[config.mk]
export PLATFORM = sky130hd
export DESIGN_NAME = cycle_timer
export DESIGN_NICKNAME = d
export VERILOG_FILES = /design/src/rtl/cycle_pkg.sv /design/src/rtl/cycle_timer_phase_div.sv /design/src/rtl/cycle_timer.sv
export SDC_FILE = /design/constraint.sdc
export NUM_CORES = 1
export LEC_CHECK = 0
export ABC_AREA = 1
export CORE_ASPECT_RATIO = 1.4
export CORE_MARGIN = 4
export CORE_UTILIZATION = 55
export CTS_CLUSTER_SIZE = 20
export DETAILED_ROUTE_END_ITERATION = 10
export DONT_BUFFER_PORTS = 1
export PLACE_DENSITY = 0.73
export SYNTH_ARGS = -nofsm -noshare
export SYNTH_HDL_FRONTEND = slang
export SYNTH_HIERARCHICAL = 1
export SYNTH_SLANG_ARGS = --single-unit
[constraint.sdc]
create_clock -name sys_clk -period 3.98 [get_ports sys_clk]
set_clock_uncertainty 0.05 [all_clocks]
set_input_delay 0.796 -clock sys_clk [delete_from_list [all_inputs] [get_ports sys_clk]]
set_output_delay 0.796 -clock sys_clk [all_outputs]
set_load 0.05 [all_outputs]
[src/rtl/cycle_pkg.sv]
// Shared definitions for the machine-cycle phase generator: phase numbers,
// controller states and the idle strobe pattern.
package cycle_pkg;

  localparam logic [3:0] PH_NONE = 4'd0;
  localparam logic [3:0] PH_T1   = 4'd1;
  localparam logic [3:0] PH_T2   = 4'd2;
  localparam logic [3:0] PH_T3   = 4'd3;
  localparam logic [3:0] PH_T4   = 4'd4;
  localparam logic [3:0] PH_T5   = 4'd5;
  localparam logic [3:0] PH_T6   = 4'd6;
  localparam logic [3:0] PH_T7   = 4'd7;
  localparam logic [3:0] PH_T8   = 4'd8;
  localparam logic [3:0] PH_T9   = 4'd9;
  localparam logic [3:0] PH_T10  = 4'd10;

  localparam logic [10:1] TN_IDLE = 10'h3FF;

  typedef enum logic [1:0] {CT_IDLE, CT_PHASE, CT_WAIT} ct_state_e;

  // Active-low one-cold strobe pattern for a phase; all high outside 1..10.
  function automatic logic [10:1] tn_decode(input logic [3:0] ph);
    logic [10:1] v;
    v = TN_IDLE;
    for (int k = 1; k <= 10; k++) begin
      if (ph == 4'(k)) v[k] = 1'b0;
    end
    return v;
  endfunction

endpackage

[src/rtl/cycle_timer_phase_div.sv]
// Terminal-count divider that sets the length of one phase; it can freeze on
// its terminal count to stretch the memory-wait phase.
module phase_div #(
  parameter int DIV = 4
) (
  input  logic clk,
  input  logic rst_n,
  input  logic en,
  input  logic hold,
  output logic tc,
  output logic tc_next
);

  localparam int W = (DIV > 1) ? $clog2(DIV) : 1;
  localparam logic [W-1:0] MAX = W'(DIV - 1);

  logic [W-1:0] cnt_q;
  logic [W-1:0] cnt_d;

  // NOTE: every always_comb output gets a default first, so no path leaves it unassigned and no latch is inferred.
  always_comb begin
    cnt_d = cnt_q;
    if (!en)
      cnt_d = '0;
    else if (!hold)
      cnt_d = (cnt_q == MAX) ? '0 : cnt_q + 1'b1;
  end

  // NOTE: sequential state uses non-blocking assignments only, so every flop samples pre-edge values.
  always_ff @(posedge clk or negedge rst_n) begin
    if (!rst_n) cnt_q <= '0;
    else        cnt_q <= cnt_d;
  end

  assign tc      = (cnt_q == MAX);
  assign tc_next = (cnt_d == MAX);

endmodule

[src/rtl/cycle_timer.sv]
// Ten-phase machine-cycle generator driving the active-low RAM strobes tn[10:1];
// supports continuous run, single step and a memory-wait stretch.
module cycle_timer
  import cycle_pkg::*;
#(
  parameter int PHASE_DIV  = 4,
  parameter int WAIT_PHASE = 6
) (
  input  logic        sys_clk,
  input  logic        resetn,
  input  logic        run,
  input  logic        step,
  input  logic        mem_wait,
  output logic [10:1] tn,
  output logic [3:0]  phase,
  output logic        busy,
  output logic        cycle_strobe,
  output logic        cycle_done,
  output logic [15:0] cyc_count
);

  ct_state_e   state_q, state_d;
  logic [3:0]  phase_q, phase_d;
  logic        step_pend_q, step_pend_d;
  logic [15:0] cyc_q;
  logic [10:1] tn_q;
  logic        busy_q, strobe_q, done_q;
  logic        start, cycle_end;
  logic        div_en, div_hold, div_tc, div_tc_next;
  logic        at_wait_phase;

  assign at_wait_phase = (phase_q == 4'(WAIT_PHASE));
  assign div_en        = (state_q != CT_IDLE);
  assign div_hold      = div_en && at_wait_phase && div_tc && mem_wait;

  phase_div #(.DIV(PHASE_DIV)) u_div (
    .clk     (sys_clk),
    .rst_n   (resetn),
    .en      (div_en),
    .hold    (div_hold),
    .tc      (div_tc),
    .tc_next (div_tc_next)
  );

  always_comb begin
    state_d     = state_q;
    phase_d     = phase_q;
    step_pend_d = step_pend_q;
    start       = 1'b0;
    cycle_end   = 1'b0;
    case (state_q)
      CT_IDLE: begin
        if (run || step) begin
          state_d     = CT_PHASE;
          phase_d     = PH_T1;
          step_pend_d = !run;   // run wins over a simultaneous step
          start       = 1'b1;
        end
      end
      CT_PHASE, CT_WAIT: begin
        if (div_tc) begin
          if (at_wait_phase && mem_wait) begin
            state_d = CT_WAIT;
          end else if (phase_q == PH_T10) begin
            cycle_end   = 1'b1;
            step_pend_d = 1'b0;
            if (step_pend_q || !run) begin
              state_d = CT_IDLE;
              phase_d = PH_NONE;
            end else begin
              state_d = CT_PHASE;
              phase_d = PH_T1;
              start   = 1'b1;
            end
          end else begin
            state_d = CT_PHASE;
            phase_d = phase_q + 4'd1;
          end
        end
      end
      default: begin
        state_d = CT_IDLE;
        phase_d = PH_NONE;
      end
    endcase
  end

  // Outputs are registered from next-state values so strobe edges align with phase changes.
  always_ff @(posedge sys_clk or negedge resetn) begin
    if (!resetn) begin
      state_q     <= CT_IDLE;
      phase_q     <= PH_NONE;
      step_pend_q <= 1'b0;
      cyc_q       <= '0;
      tn_q        <= TN_IDLE;
      busy_q      <= 1'b0;
      strobe_q    <= 1'b0;
      done_q      <= 1'b0;
    end else begin
      state_q     <= state_d;
      phase_q     <= phase_d;
      step_pend_q <= step_pend_d;
      tn_q        <= tn_decode(phase_d);
      busy_q      <= (phase_d != PH_NONE);
      strobe_q    <= start;
      done_q      <= (phase_d == PH_T10) && div_tc_next && (state_d == CT_PHASE);
      if (cycle_end) cyc_q <= cyc_q + 16'd1;
    end
  end

  assign tn           = tn_q;
  assign phase        = phase_q;
  assign busy         = busy_q;
  assign cycle_strobe = strobe_q;
  assign cycle_done   = done_q;
  assign cyc_count    = cyc_q;

endmodule

After elaboration in Yosys (flattened, before gate mapping)
Cells that the tools add are included.

Add/subtract/negate cells: 3. $mul: 0. Div/mod/pow operators: 0. $lt $le $gt $ge: 0. Eq/ne operators: 21. Shift-type cells: 0. Mux-type cells: 40. Bitwise operators: 0. Reductions and logical operators: 15.

Operators with widths (number): two-way mux 1 bit (25); equality test 4 x 3 -> 1 bit (second input constant) (5); adder 16 x 1 -> 16 bit (second input constant) (1); equality test 4 bit (second input constant) (4); two-way mux 4 bit (4); two-way mux 2 bit (7); equality test 4 x 2 -> 1 bit (second input constant) (2); inequality test 2 bit (second input constant) (4); one-hot mux 4 bit (2 select lines) (1); equality test 2 bit (second input constant) (3); logical AND 1 bit (6); AND reduction 5 bit (1); adder 4 x 1 -> 4 bit (second input constant) (1); equality test 2 x 1 -> 1 bit (second input constant) (2); equality test 4 x 1 -> 1 bit (second input constant) (1); one-hot mux 1 bit (2 select lines) (2); one-hot mux 2 bit (2 select lines) (1); nonzero test 2 bit (2); nonzero test 4 bit (1); adder 2 x 1 -> 2 bit (second input constant) (1); zero test 2 bit (1); logical OR 1 bit (2); OR reduction 2 bit (1); zero test 1 bit (1).

Register bits after elaboration: 38. Bits in latches: 0. Memory bits (writable): 0. ROM bits: 0. Input port bits: 5. Output and inout port bits: 33. Word-level logic and storage cells: 88. Memories: 0.

Longest topological paths before layout
Gate-level depths: netlist of the first run.

Word-level depth: 10. Depth in mapped cells: 14. Mapped depth without buffers: 14.

Cells and area by module
Netlist of the first run, hierarchy kept.

Modules (own cells, without submodules): cycle_timer (times used 1, cells an instance 208, area an instance 1811.7 sq um, seq. area each 913.4 sq um); phase_div (times used 1, cells an instance 17, area an instance 123.9 sq um, seq. area each 50.0 sq um).

Least setup slack after synthesis of the first run
Ideal clock, no wire load.

Kind: reg-to-reg. From: register phase_q[1] (netlist: phase[1]). To: register done_q (netlist: cycle_done). Library setup time: 0.080 ns. Data arrival time: 1.993 ns. Required time: 3.850 ns. Path slack: 1.856 ns. Stages on the path, launching flop included: 14. Path buffers: 0. Clock period less this slack: 2.124 ns. Path through: dfrtp_1 -> ha_1 -> nand2_1 -> inv_1 -> nand2_2 -> nor3_1 -> inv_2 -> nand2_1 -> nand3_2 -> nor2_2 -> inv_1 -> nor2_1 -> nand3_1 -> nor3_2.

Cells in the longest elaborated chain, start to end: 9. Elaborated cells on any way between the ends: 23. Classes of those cells: add/sub: 1; eq/ne: 5; mux: 11; reduce/logical: 6.

RTL lines: start: declaration (line cycle_timer.sv:23) `logic [3:0] phase_q, phase_d;`; start signal: assignment (line cycle_timer.sv:101) `phase_q <= phase_d;`; equality test 4 x 3 -> 1 bit (line cycle_timer.sv:32) `assign at_wait_phase = (phase_q == 4'(WAIT_PHASE));`; logical AND 1 bit (3 in a row) (line cycle_timer.sv:34) `assign div_hold = div_en && at_wait_phase && div_tc && mem_wait;`; via div_hold (line cycle_timer.sv:29) `logic div_en, div_hold, div_tc, div_tc_next;`; two-way mux 2 bit (line cycle_timer_phase_div.sv:25) `else if (!hold)`; two-way mux 2 bit (line cycle_timer_phase_div.sv:23) `if (!en)`; equality test 2 bit (line cycle_timer_phase_div.sv:36) `assign tc_next = (cnt_d == MAX);`; via div_tc_next (line cycle_timer.sv:29); logical AND 1 bit (2 in a row) (line cycle_timer.sv:106) `done_q <= (phase_d == PH_T10) && div_tc_next && (state_d == CT_PHASE);`; end signal: assignment (line cycle_timer.sv:106); end: declaration (line cycle_timer.sv:27) `logic busy_q, strobe_q, done_q;`.

The timed path passes the listed nets, and every way through them passes these cells. A chain may end at the register's enable or synchronous reset.

Worst setup path in the final report of the first run
From: register phase_q[0] (netlist: phase[0]). To: register done_q (netlist: cycle_done).

Same word-level chain as after synthesis.

==> results by stage, run 1 <==
Outcome:
- The run finished with clean final reports.

Global routing:
- The total congestion overflow after global routing is 0.
- Entering global routing, the biggest net connects 39 pins.
- The combined global-route utilization of all metal layers is 18.3%.
- The via count of the first global-routing pass is 1472.
- The number of antenna violations at the first check in global routing came to 0.
- The first global-routing pass estimated around 6.3 mm of wire.

Logic synthesis:
- By area the synthesized netlist is led by dfrtp_1 (36%), dfstp_2 (14%), nand2_1 (12%).
- The synthesized netlist devotes approximately 3.1% of its cell area to compound gates.
- After synthesis, the largest area contributor takes up 36.2% of total cell area.
- The share of synthesized cell area in and, or, nand and nor gates is 28.3%.
- The commonest register cell after synthesis is dfrtp_1.
- Summing the areas of all xor and xnor instances in the mapped netlist gives a little under 7% of the synthesized area.
- The cell count after synthesis came out at 225.
- Of the total synthesized cell area, the portion taken by full adders, half adders and majority gates is 3.88%.
- The synthesized netlist net count is 236.
- Yosys printed 6 warnings.
- By area, the combinational part of the netlist is dominated by simple AND/OR/NAND/NOR gates.
- The mean instance size in the synthesized netlist is roughly 8.6 sq um.
- The netlist uses 25 different library cells.
- The number of synthesized register bits is 38.
- After synthesis, the share of cell area in mux cells is 0%.
- The post-synth design cell area is a little under 2000 sq um.
- Of the synthesized area, sequential elements account for between 40% and 50%.
- In this run, synthesis inferred 0 flip-flops with an integrated enable.
- The synthesized design spends more area on one cell type than any other, namely dfrtp_1.
- The share of flip-flops with an asynchronous set or reset after synthesis is between 90% and 100%.

Worst setup path:
- The data required time at the worst endpoint is between 4 and 5 ns.
- The type of the worst setup path is flip-flop to flip-flop.
- Across all register-to-register paths, the minimum setup slack is 1.63 ns.
- The worst reg2reg path endpoint is cycle_done$_DFF_PN0_.
- The worst stage delay on the critical path is a little over 0.6 ns.
- STA classifies the critical path endpoint as a flip-flop.
- In this run the critical register-to-register path is launched from phase[0]$_DFF_PN0_.
- STA puts the critical path data arrival time at around 2.5 ns.
- Counting stages on the worst path, the most repeated cell is inv_1.
- The biggest fanout along the worst timing path is 6.
- The kind of start point of the critical path is a flip-flop.
- The path depth of the worst reg2reg path is 14.
- The signal on the critical path passes through inv_1, ha_1, nand2_1, inv_1, nand2_2, nor3_1, inv_2, nand2_1, nand3_2, nor2_2, inv_1, nor2_1, nand3_1, nor3_2.
- The slowest stage cell on the critical path is dfrtp_1.

Final layout:
- The area overhead of the layout relative to synthesis is 8.79%.
- In the final layout, the share of cells above drive strength 1 is 18.1%.
- The number of antenna diodes in the final layout is 0.
- The post-layout net count is 242.
- The post-route standard cell area excluding fillers is roughly 2100 sq um.

Power:
- The total power of the final layout is between 1 and 1.5 mW.
- The analysis attributes to cell leakage a power of between 1 and 1.5 nW.
- The power per cell area is between 600 and 700 nW/um^2.
- VDD sags by at most approximately 0.00044 V.

Place:
- Summing all placed instances gives a cell area of around 2000 sq um.
- The final estimated routing congestion in global placement is between 0.8 and 0.9.
- Detailed placement ended at an HPWL of 2.74 mm.
- The count of buffers added on input and output ports is 0.

Routing:
- In the routed design, unresolved DRC markers number 0.
- The detailed router finished its first iteration with 40 violations.
- The post-route met1 wirelength is 1.47 mm.
- The number of routed nets with antenna violations is 0.
- The per-cell routed wire length is 13.2 um.
- The number of iterations in the first detailed-routing pass is 4.
- The top layer reached by signal wires is met4.
- In the routed layout, each cell is associated on average with a via count of ~5.0.
- The detailed-routed wire length on met3 is ~170 um.
- Across all layers, the routed design uses around 1400 vias.
- Wire segments on met2 add up to around 1.9 mm in the final route.
- The routed design has around 3.6 mm of wire.

Die:
- The height of the chip is 78.2 um.
- The number of top-level pins is 38.
- The floorplan has 25 rows.
- The starting density of the core is 57.3%.
- The core area is about 3400 sq um.
- The die covers around 4500 sq um.
- Measured along the x axis, the die boundary spans between 50 and 60 um.

Clocking:
- The root buffer cell chosen for the clock tree is clkbuf_8.
- Post-CTS timing repair inserted 0 buffers for setup.
- The number of gates resized after CTS was 0.
- The depth of the CTS H-tree is 2.
- The largest buffer count on any clock path is 2.
- TritonCTS built the clock tree.
- The total clock sinks is 38.
- The number of buffers inserted during clock tree synthesis is 5.
- For the worst-skew pair, the clock arrives at the later sink with an insertion delay of around 0.29 ns.
- Buffers inserted to repair hold after CTS numbered 0.
- After clock tree synthesis, the clock-pin slew on the worst setup and hold paths is 0.08 ns.

Timing:
- The final count of hold timing violations is 0.
- Based on the critical path, the design can be clocked at up to roughly 430 MHz.
- The shortest period the worst path allows is about 2.4 ns.
- Setup repair after global routing left no endpoint under its margin.
- The share of the clock period used by the worst path is 59.1%.
- After routing, the total negative slack on setup checks comes to 0 ns.
- Setup violations remaining at the end of the flow were counted as 0.
- The worst pin sits at a relative slew slack of 58.1%.
- For the pin with the worst max-slew slack, the measured transition is 0.628 ns.
- The final number of max-transition violations came to 0.

Job:
- The tool flagged a number of max-cap violations equal to 0.

Worst hold path:
- The path class of the lowest-slack min-delay path is primary input to async pin.
-- synth_stat cells, types with 2 or more instances --
| library cell | n |
|---|---|
| ha_1 | 6 |
| xnor2_1 | 6 |
| nor3_1 | 6 |
| nand2_1 | 60 |
| nor3_2 | 2 |
| nor2_4 | 3 |
| nand4_1 | 2 |
| nor2_1 | 11 |
| nand3_2 | 3 |
| nor2_2 | 8 |
| a21oi_1 | 4 |
| nand3_1 | 16 |
| nand2_2 | 4 |
| dfrtp_1 | 28 |
| xor2_1 | 9 |
| dfstp_2 | 10 |
| inv_1 | 36 |
| inv_2 | 4 |
-- cell families (layout without fill, tap and decap cells) --
family          count (synthesis)  after routing
compound gates                 10             10
xor+xnor                       15             15
fa+ha+maj                       6              6
buf+inv                        41             48
flops                          38             38
simple gates                  115            115
-- registers in the layout, indices dropped and copies added (netlist names) --
| name | flops |
|---|---|
| u_div/cnt_q | 2 |
| phase | 4 |
| cycle_done | 1 |
| tn | 10 |
| busy | 1 |
| step_pend_q | 1 |
| cycle_strobe | 1 |
| cyc_count | 16 |
| state_q | 2 |
-- critical path: cells and delay by family (launching register included) --
family | cells | cell delay, ns
AND/OR/NAND/NOR | 9 | 1.06
flip-flops | 1 | 0.62
buffers and inverters | 4 | 0.37
adder cells (fa/ha/maj) | 1 | 0.18
-- cells in the final DEF (no fill, tap or decap), types with 2 or more instances in the layout --
master,n
nand3_1,16
inv_2,4
nand2_1,60
xor2_1,9
ha_1,6
nor3_2,2
nand3_2,3
nor2_4,3
inv_1,36
clkbuf_16,2
nor3_1,6
nor2_1,11
clkbuf_8,5
nor2_2,8
dfstp_2,10
nand2_2,4
nand4_1,2
dfrtp_1,28
a21oi_1,4
xnor2_1,6
-- metrics by stage --
stage | utilization [%] | worst slack [ns] | hold slack (ns) | cells
after floorplan | - | 1.86 | 0.402 | 225
after global placement | 58.6 | 1.69 | 0.419 | 264
after detailed placement | 58.6 | 1.66 | 0.438 | 264
after CTS | 62.3 | 1.61 | 0.130 | 272
after global routing | 62.3 | 1.36 | 0.117 | 272
final | 62.3 | 1.63 | 0.140 | 272
-- layout make-up --
| type | count | area [sq um] |
|---|---|---|
| fill | 295 | 1270 |
| sequential | 38 | 963 |
| multi-input combinational | 146 | 815 |
| inverter | 40 | 150 |
| clock buffer | 7 | 119 |
| tap | 40 | 50.0 |
| clock inverter | 1 | 8.76 |
-- worst max path at each step --
stage                             from              endpoint  slack, ns  cells past startpoint
floorplan           phase[1]$_DFF_PN0_  cycle_done$_DFF_PN0_       1.86                     13
global placement    phase[0]$_DFF_PN0_        busy$_DFF_PN0_       1.69                     14
detailed placement  phase[0]$_DFF_PN0_  cycle_done$_DFF_PN0_       1.66                     14
CTS                 phase[0]$_DFF_PN0_  cycle_done$_DFF_PN0_       1.61                     14
global route        phase[0]$_DFF_PN0_  cycle_done$_DFF_PN0_       1.36                     14
finish              phase[0]$_DFF_PN0_  cycle_done$_DFF_PN0_       1.63                     14
-- metal layers --
| metal | global-route usage, % | vias up |
|---|---|---|
| met4 | 9.51 | 0 |
| li1 | - | 698 |
| met5 | 0 | - |
| met3 | 5.43 | 6 |
| met1 | 18.9 | 637 |
| met2 | 32.4 | 27 |
-- where the power goes --
group | total [mW] | switching (mW) | leakage (nW) | internal, mW
Sequential | 0.667 | 0.203 | 0.483 | 0.463
Clock | 0.342 | 0.142 | 0.0647 | 0.201
Combinational | 0.385 | 0.254 | 0.497 | 0.130
Power figures use the tool's default switching activity.
==> run 2, diff against run 1 <==
==> constraint.sdc (replaced) <==
create_clock -name sys_clk -period 2.34 [get_ports sys_clk]
set_clock_uncertainty 0.05 [all_clocks]
set_input_delay 0.468 -clock sys_clk [delete_from_list [all_inputs] [get_ports sys_clk]]
set_output_delay 0.468 -clock sys_clk [all_outputs]
set_load 0.05 [all_outputs]
==> results by stage, run 2 (synthesis gave the netlist of run 1 again) <==
Routing:
- The per-cell routed wire length is around 13 um.
- The first detailed-routing pass took 4 iterations.
- The first routing iteration left 57 violations.
- After detailed routing, the number of remaining DRC violations is 0.
- The number of vias per cell after detailed routing is between 5 and 6.
- After detailed routing, the total wire length is approximately 3.8 mm.
- Once detail routing completed, the nets flagged for antenna violations numbered 0.
- The via count is around 1500.

Power:
- Power comes to ~2.5 mW.
- The maximum VDD drop is roughly 0.00086 V.
- Power spread over the standard cell area amounts to 1100 nW/um^2.
- Summed over all cells, the static leakage comes to ~1.1 nW.

Final layout:
- The library cells used most frequently in the layout, excluding fill and tap cells, are nand2_1 (60), inv_1 (36), dfrtp_1 (28).
- The post-layout net count is 258.
- Once layout is done, the placed cells without fillers occupy ~2200 sq um.
- Leaving out fill and tap cells, the most frequent cell in the layout is nand2_1.
- The flip-flop count of the largest register, all copies and words added is 16.
- The number of diodes added for antenna fixing is 0.
- The post-route netlist has 23.0% of its cells at a drive strength greater than 1.
- The area overhead of the layout relative to synthesis is 15.8%.

Die:
- The core area is approximately 3400 sq um.
- The height of the chip is about 80 um.
- In this run the horizontal extent of the chip is around 58 um.
- The number of rows in the core area is 25.
- For this design the top-level I/O count stands at 38.
- The initial utilization of the core area, before any placement, comes to between 50% and 60%.
- The full die area is ~4500 sq um.

Worst setup path:
- Counting stages on the worst path, the most repeated cell is inv_1.
- The type of the worst setup path is flip-flop to flip-flop.
- In this run the worst path has a maximum fanout of 6.
- The slowest stage cell on the critical path is dfrtp_1.
- The largest single stage delay on the critical path is ~0.38 ns.
- The cell family contributing the most delay on the critical path is simple AND/OR/NAND/NOR gates.
- At the worst endpoint, the arrival time is roughly 2.1 ns.
- The kind of start point of the critical path is a flip-flop.
- The buffers plus inverters on the worst setup path is 4.
- Walking the worst path, the cells encountered are inv_1, ha_1, nand2_1, inv_1, nand2_2, nor3_1, inv_2, nand2_1, nand3_2, nor2_2, inv_1, nor2_1, nand3_1, nor3_2.
- For the worst setup path, the data required time is between 2 and 3 ns.
- STA classifies the critical path endpoint as a flip-flop.

Place:
- The placed wire-length estimate after detailed placement is 2.90 mm.
- Prior to clock tree synthesis, the placed netlist has a worst setup slack of 0.375 ns.
- Summing all placed instances gives a cell area of 2080 sq um.
- The final estimated routing congestion in global placement is around 0.83.
- During placement, the flow inserted port buffers numbering 0.

Timing:
- After routing, the total negative slack on setup checks comes to 0 ns.
- The final number of max-transition violations is 0.
- Timing would allow up to 506 MHz.
- The worst path uses a little over four fifths of the clock period.
- The actual transition at the worst max-transition pin is around 0.57 ns.
- The worst slew margin relative to its limit is around 62%.
- Setup repair after global routing left no endpoint under its margin.
- The shortest period the worst path allows is a little under 2 ns.
- The final count of hold timing violations is 0.
- In the post-route analysis, the smallest setup slack over all paths is approximately 0.36 ns.
- Setup violations remaining at the end of the flow were counted as 0.

Global routing:
- The number of antenna violations at the first check in global routing is 0.
- The via count of the first global-routing pass was 1564.
- The wire length of the first global-routing pass is ~6.8 mm.
- Entering global routing, the biggest net connects 39 pins.
- For this run the aggregate overflow at the end of global routing stands at 0.
- The combined global-route utilization of all metal layers is 19.1%.

Clocking:
- Clock tree synthesis selected as its root buffer the cell clkbuf_8.
- The total clock sinks is 38.
- The clock tree synthesis step divided the H-tree into 2 levels.
- Clock-pin slew was measured on the worst setup and hold paths at 0.08 ns.
- The clock passes through at most 2 buffers.
- The buffer count from post-CTS setup fixing is 0.
- For the worst-skew pair, the clock arrives at the later sink with an insertion delay of a little under 0.3 ns.
- The number of buffers inserted during clock tree synthesis is 5.
- The CTS tree is done.
- The total of cells resized after clock tree synthesis is 0.

Outcome:
- The flow ran to the end, and the final reports show no timing, DRC or antenna violations.

Worst hold path:
- The path class of the lowest-slack min-delay path is primary input to flip-flop.

Job:
- The tool flagged a number of max-cap violations equal to 0.
## run 2: per-stage QoR
stage                     utilization, %  cells  hold slack, ns
after floorplan                        -    225           0.122
after global placement              61.7    278           0.124
after detailed placement            61.7    278           0.123
after CTS                           66.3    288           0.208
after global routing                66.3    288           0.215
final                               66.3    288           0.213
## run 2: worst register-to-register path, stage by stage, from the launching register on
cell,delay (ns)
dfrtp_1,0.38
inv_1,0.10
ha_1,0.18
nand2_1,0.05
inv_1,0.06
nand2_2,0.10
nor3_1,0.32
inv_2,0.06
nand2_1,0.09
nand3_2,0.08
nor2_2,0.09
inv_1,0.04
nor2_1,0.09
nand3_1,0.08
nor3_2,0.15
## run 2: timing repair
action                     4_1_cts  5_1_grt
setup endpoints to repair        0        0
hold buffers                     2        0
hold endpoints to repair        38        0
## run 2: layout make-up
class,instances,area [sq um]
clock buffers,7,119
clock inverters,1,8.76
fillers,284,1140
inverters,40,150
multi-input cells,146,815
flip-flops and latches,38,963
well taps,40,50.0
repair buffers,16,135
## run 2: power by group
| group | internal (mW) | total, mW | switching [mW] |
|---|---|---|---|
| clock network | 0.341 | 0.582 | 0.241 |
| logic | 0.267 | 0.860 | 0.593 |
| registers | 0.790 | 1.02 | 0.230 |
| total | 1.40 | 2.46 | 1.06 |
## run 2: final timing paths
path	start	end	slack [ns]	depth (start not counted)
max reg2reg	phase[0]$_DFF_PN0_	cycle_done$_DFF_PN0_	0.36	14
max	phase[0]$_DFF_PN0_	cycle_done$_DFF_PN0_	0.36	14
min in group asynchronous	resetn	cyc_count[3]$_DFFE_PN0P_	0.57	2
min reg2reg	step_pend_q$_DFFE_PN0P_	step_pend_q$_DFFE_PN0P_	0.44	2
max in group asynchronous	resetn	tn[7]$_DFF_PN1_	1.42	2
min	run	step_pend_q$_DFFE_PN0P_	0.21	1
## run 2: layer usage
layer,global-route usage [%],up-vias,part of all wire [%]
met3,5.92,9,4.8
met2,33.3,34,53
li1,-,734,-
met5,0,-,0
met4,10.2,0,2.8
met1,20.0,680,39
==> run 3, diff against run 2 <==
==> constraint.sdc (replaced) <==
create_clock -name sys_clk -period 1.9 [get_ports sys_clk]
set_clock_uncertainty 0.05 [all_clocks]
set_input_delay 0.38 -clock sys_clk [delete_from_list [all_inputs] [get_ports sys_clk]]
set_output_delay 0.38 -clock sys_clk [all_outputs]
set_load 0.05 [all_outputs]
==> results by stage, run 3 (synthesis gave the netlist of run 1 again) <==
Clocking:
- The CTS clock-pin slew for the worst setup and hold paths is approximately 0.08 ns.
- The H-tree was split into 2 levels.
- The longest clock path from root to sink contains 2 buffers.
- The number of buffers inserted during clock tree synthesis is 5.
- The total clock sinks is 38.
- The root buffer cell chosen for the clock tree is clkbuf_8.
- The latest clock arrival within the worst-skew pair is 0.29 ns.
- TritonCTS built the clock tree.

Final layout:
- The flip-flop count of the largest register, all copies and words added is 16.
- The number of filler cells placed in the layout is around 270.
- The final design utilization is 69.9%.
- The repair_antennas step left the layout with diodes totalling 0.
- The most common cell after layout, fill and taps aside is nand2_1.
- The footprint of the multi-input gates is between 800 and 900 sq um.
- Cells with a size suffix above 1 make up around a third of the layout.
- In the layout the commonest cells are nand2_1 (56), inv_1 (32), dfrtp_1 (26).
- The register cell area after layout is 966 sq um.
- Compared with the post-synthesis result, the final layout area differs by 22.0%.
- The post-layout net count is around 270.

Job:
- The reported max-cap violation count is 0.

Timing:
- The post-route worst hold slack is about 0.13 ns.
- The final count of hold timing violations is 0.
- The worst slew margin relative to its limit is roughly 68%.
- The share of the clock period used by the worst path is a little over nine tenths.
- At the pin with the least slew margin, the transition time is between 0.4 and 0.5 ns.
- The final number of max-transition violations is 0.
- The shortest period the worst path allows is roughly 1.8 ns.
- The fmax is roughly 560 MHz.
- Setup violations remaining at the end of the flow were counted as 0.
- Once routing completed, OpenROAD measured the worst setup slack at 0.108 ns.
- Setup repair after global routing could not meet its margin everywhere.
- The total negative slack for setup checks is 0 ns.

Power:
- The power per cell area is 1320 nW/um^2.
- The analysis attributes to net switching a power of around 1.4 mW.
- Cell internal power was estimated by the tool at around 1.8 mW.
- The sequential power share is about two fifths.
- The proportion of total power due to net switching is roughly 44%.
- In this run the static leakage power is around 1.2 nW.
- The relative contribution of the clock network to total power is around 22%.
- The maximum VDD drop is ~0.00089 V.
- Of the total power, combinational logic draws a little over a third.

Global routing:
- The wire length of the first global-routing pass is 6.78 mm.
- Global routing consumed, over all layers together, between 10% and 20% of the routing resources.
- Entering global routing, the biggest net connects 39 pins.
- The total congestion overflow after global routing is 0.
- The via count of the first global-routing pass was around 1600.
- The number of antenna violations at the first check in global routing is 0.

Place:
- Buffers placed on the I/O ports in this run total 0.
- The placed wire-length estimate after detailed placement is around 3 mm.
- The worst setup slack before clock tree synthesis is roughly 0.011 ns.
- The final estimated routing congestion in global placement is between 0.8 and 0.9.

Worst setup path:
- The arrival time of the worst setup path is between 1.5 and 2 ns.
- The worst setup path is captured at a flip-flop.
- Of all nets on the critical path, the largest fanout is 8.
- The kind of start point of the critical path is a flip-flop.
- The data required time at the worst endpoint is between 2 and 2.5 ns.
- The type of the worst setup path is flip-flop to flip-flop.

Die:
- The number of top-level pins is 38.
- Once the floorplan was initialized, standard cells occupied between 50% and 60% of the core.
- The height of the chip is between 70 and 80 um.
- The core area is 3380 sq um.
- In this run the core area contains 25 standard-cell rows.
- The full die area is between 4000 and 5000 sq um.
- The die boundary width is a little under 60 um.

Worst hold path:
- The path class of the tightest hold or removal check is primary input to flip-flop.

Outcome:
- The flow ran to the end, and the final reports show no timing, DRC or antenna violations.

Routing:
- In the routed layout, each cell is associated on average with a via count of 5.06.
- The count of nets left with antenna violations once routing finished came out at 0.
- The per-cell routed wire length is 13.1 um.
- The first routing iteration left 36 violations.
- The post-detailed-routing wire length is between 3 and 4 mm.
- The remaining routing DRC violations is 0.
- For this block, the via count after detailed routing is 1514.
- The pre-antenna-repair detailed-routing pass consisted of 4 iterations.
run 3: changes by cell type in the layout (fill, tap and decap cells not counted), sizes merged:
cell      delta
buf         +11
clkbuf       -2
clkinvlp     +2
bufinv       +1
clkinv       -1
run 3: layer usage:
metal / up-vias / GRT usage (%) / routed length, um
met5: - / 0 / 0
met4: 0 / 7.89 / 71
met3: 9 / 5.26 / 216
met2: 29 / 35.3 / 2120
met1: 719 / 20.0 / 1490
li1: 757 / - / -
run 3: critical path, cell delays in order, from the launching register on:
cell     delay, ns
dfrtp_1       0.38
inv_1         0.06
ha_2          0.34
nand2_1       0.09
inv_2         0.10
nand2_2       0.11
inv_1         0.22
nand3_1       0.14
xor2_1        0.17
run 3: what timing repair did:
item,4_1_cts,5_1_grt
hold endpoints to repair,38,0
gates resized for setup,0,14
endpoints found under the setup margin,0,22
buffers inserted,0,3
hold buffers,2,0
run 3: stage by stage:
step	cells	total power [mW]	instance area (sq um)
2_1_floorplan	225	2.08	1950
3_3_place_gp	286	2.31	2160
4_1_cts	296	3.05	2300
6_report	299	3.11	2360
5_1_grt	299	3.32	2360
3_5_place_dp	286	2.33	2160
run 3: power by group through the flow:
stage / sequential [mW] / clock, mW / combinational (mW)
after floorplan: 1.39 / 0 / 0.697
after global placement: 1.29 / 0 / 1.02
after detailed placement: 1.29 / 0 / 1.04
after CTS: 1.28 / 0.707 / 1.06
after global routing: 1.30 / 0.748 / 1.27
final: 1.29 / 0.691 / 1.13
run 3: layout make-up:
| type | instances | share of cell area (%) |
|---|---|---|
| multi-input combinational | 146 | 36.6 |
| inverter | 40 | 6.36 |
| sequential | 38 | 40.9 |
| timing repair buffer | 27 | 9.22 |
| clock buffer | 5 | 2.91 |
| clock inverter | 3 | 1.91 |
| tap | 40 | 2.12 |
run 3: path summary, 6_finish.rpt:
path | startpoint | end | slack [ns] | cells past startpoint
max in group asynchronous | resetn | tn[4]$_DFF_PN1_ | 1.07 | 2
setup / recovery | state_q[0]$_DFF_PN0_ | cyc_count[14]$_DFFE_PN0P_ | 0.11 | 8
hold reg to reg | step_pend_q$_DFFE_PN0P_ | step_pend_q$_DFFE_PN0P_ | 0.45 | 2
min in group asynchronous | resetn | cycle_strobe$_DFF_PN0_ | 0.48 | 2
hold / removal | run | step_pend_q$_DFFE_PN0P_ | 0.13 | 1
setup reg to reg | state_q[0]$_DFF_PN0_ | cyc_count[14]$_DFFE_PN0P_ | 0.11 | 8
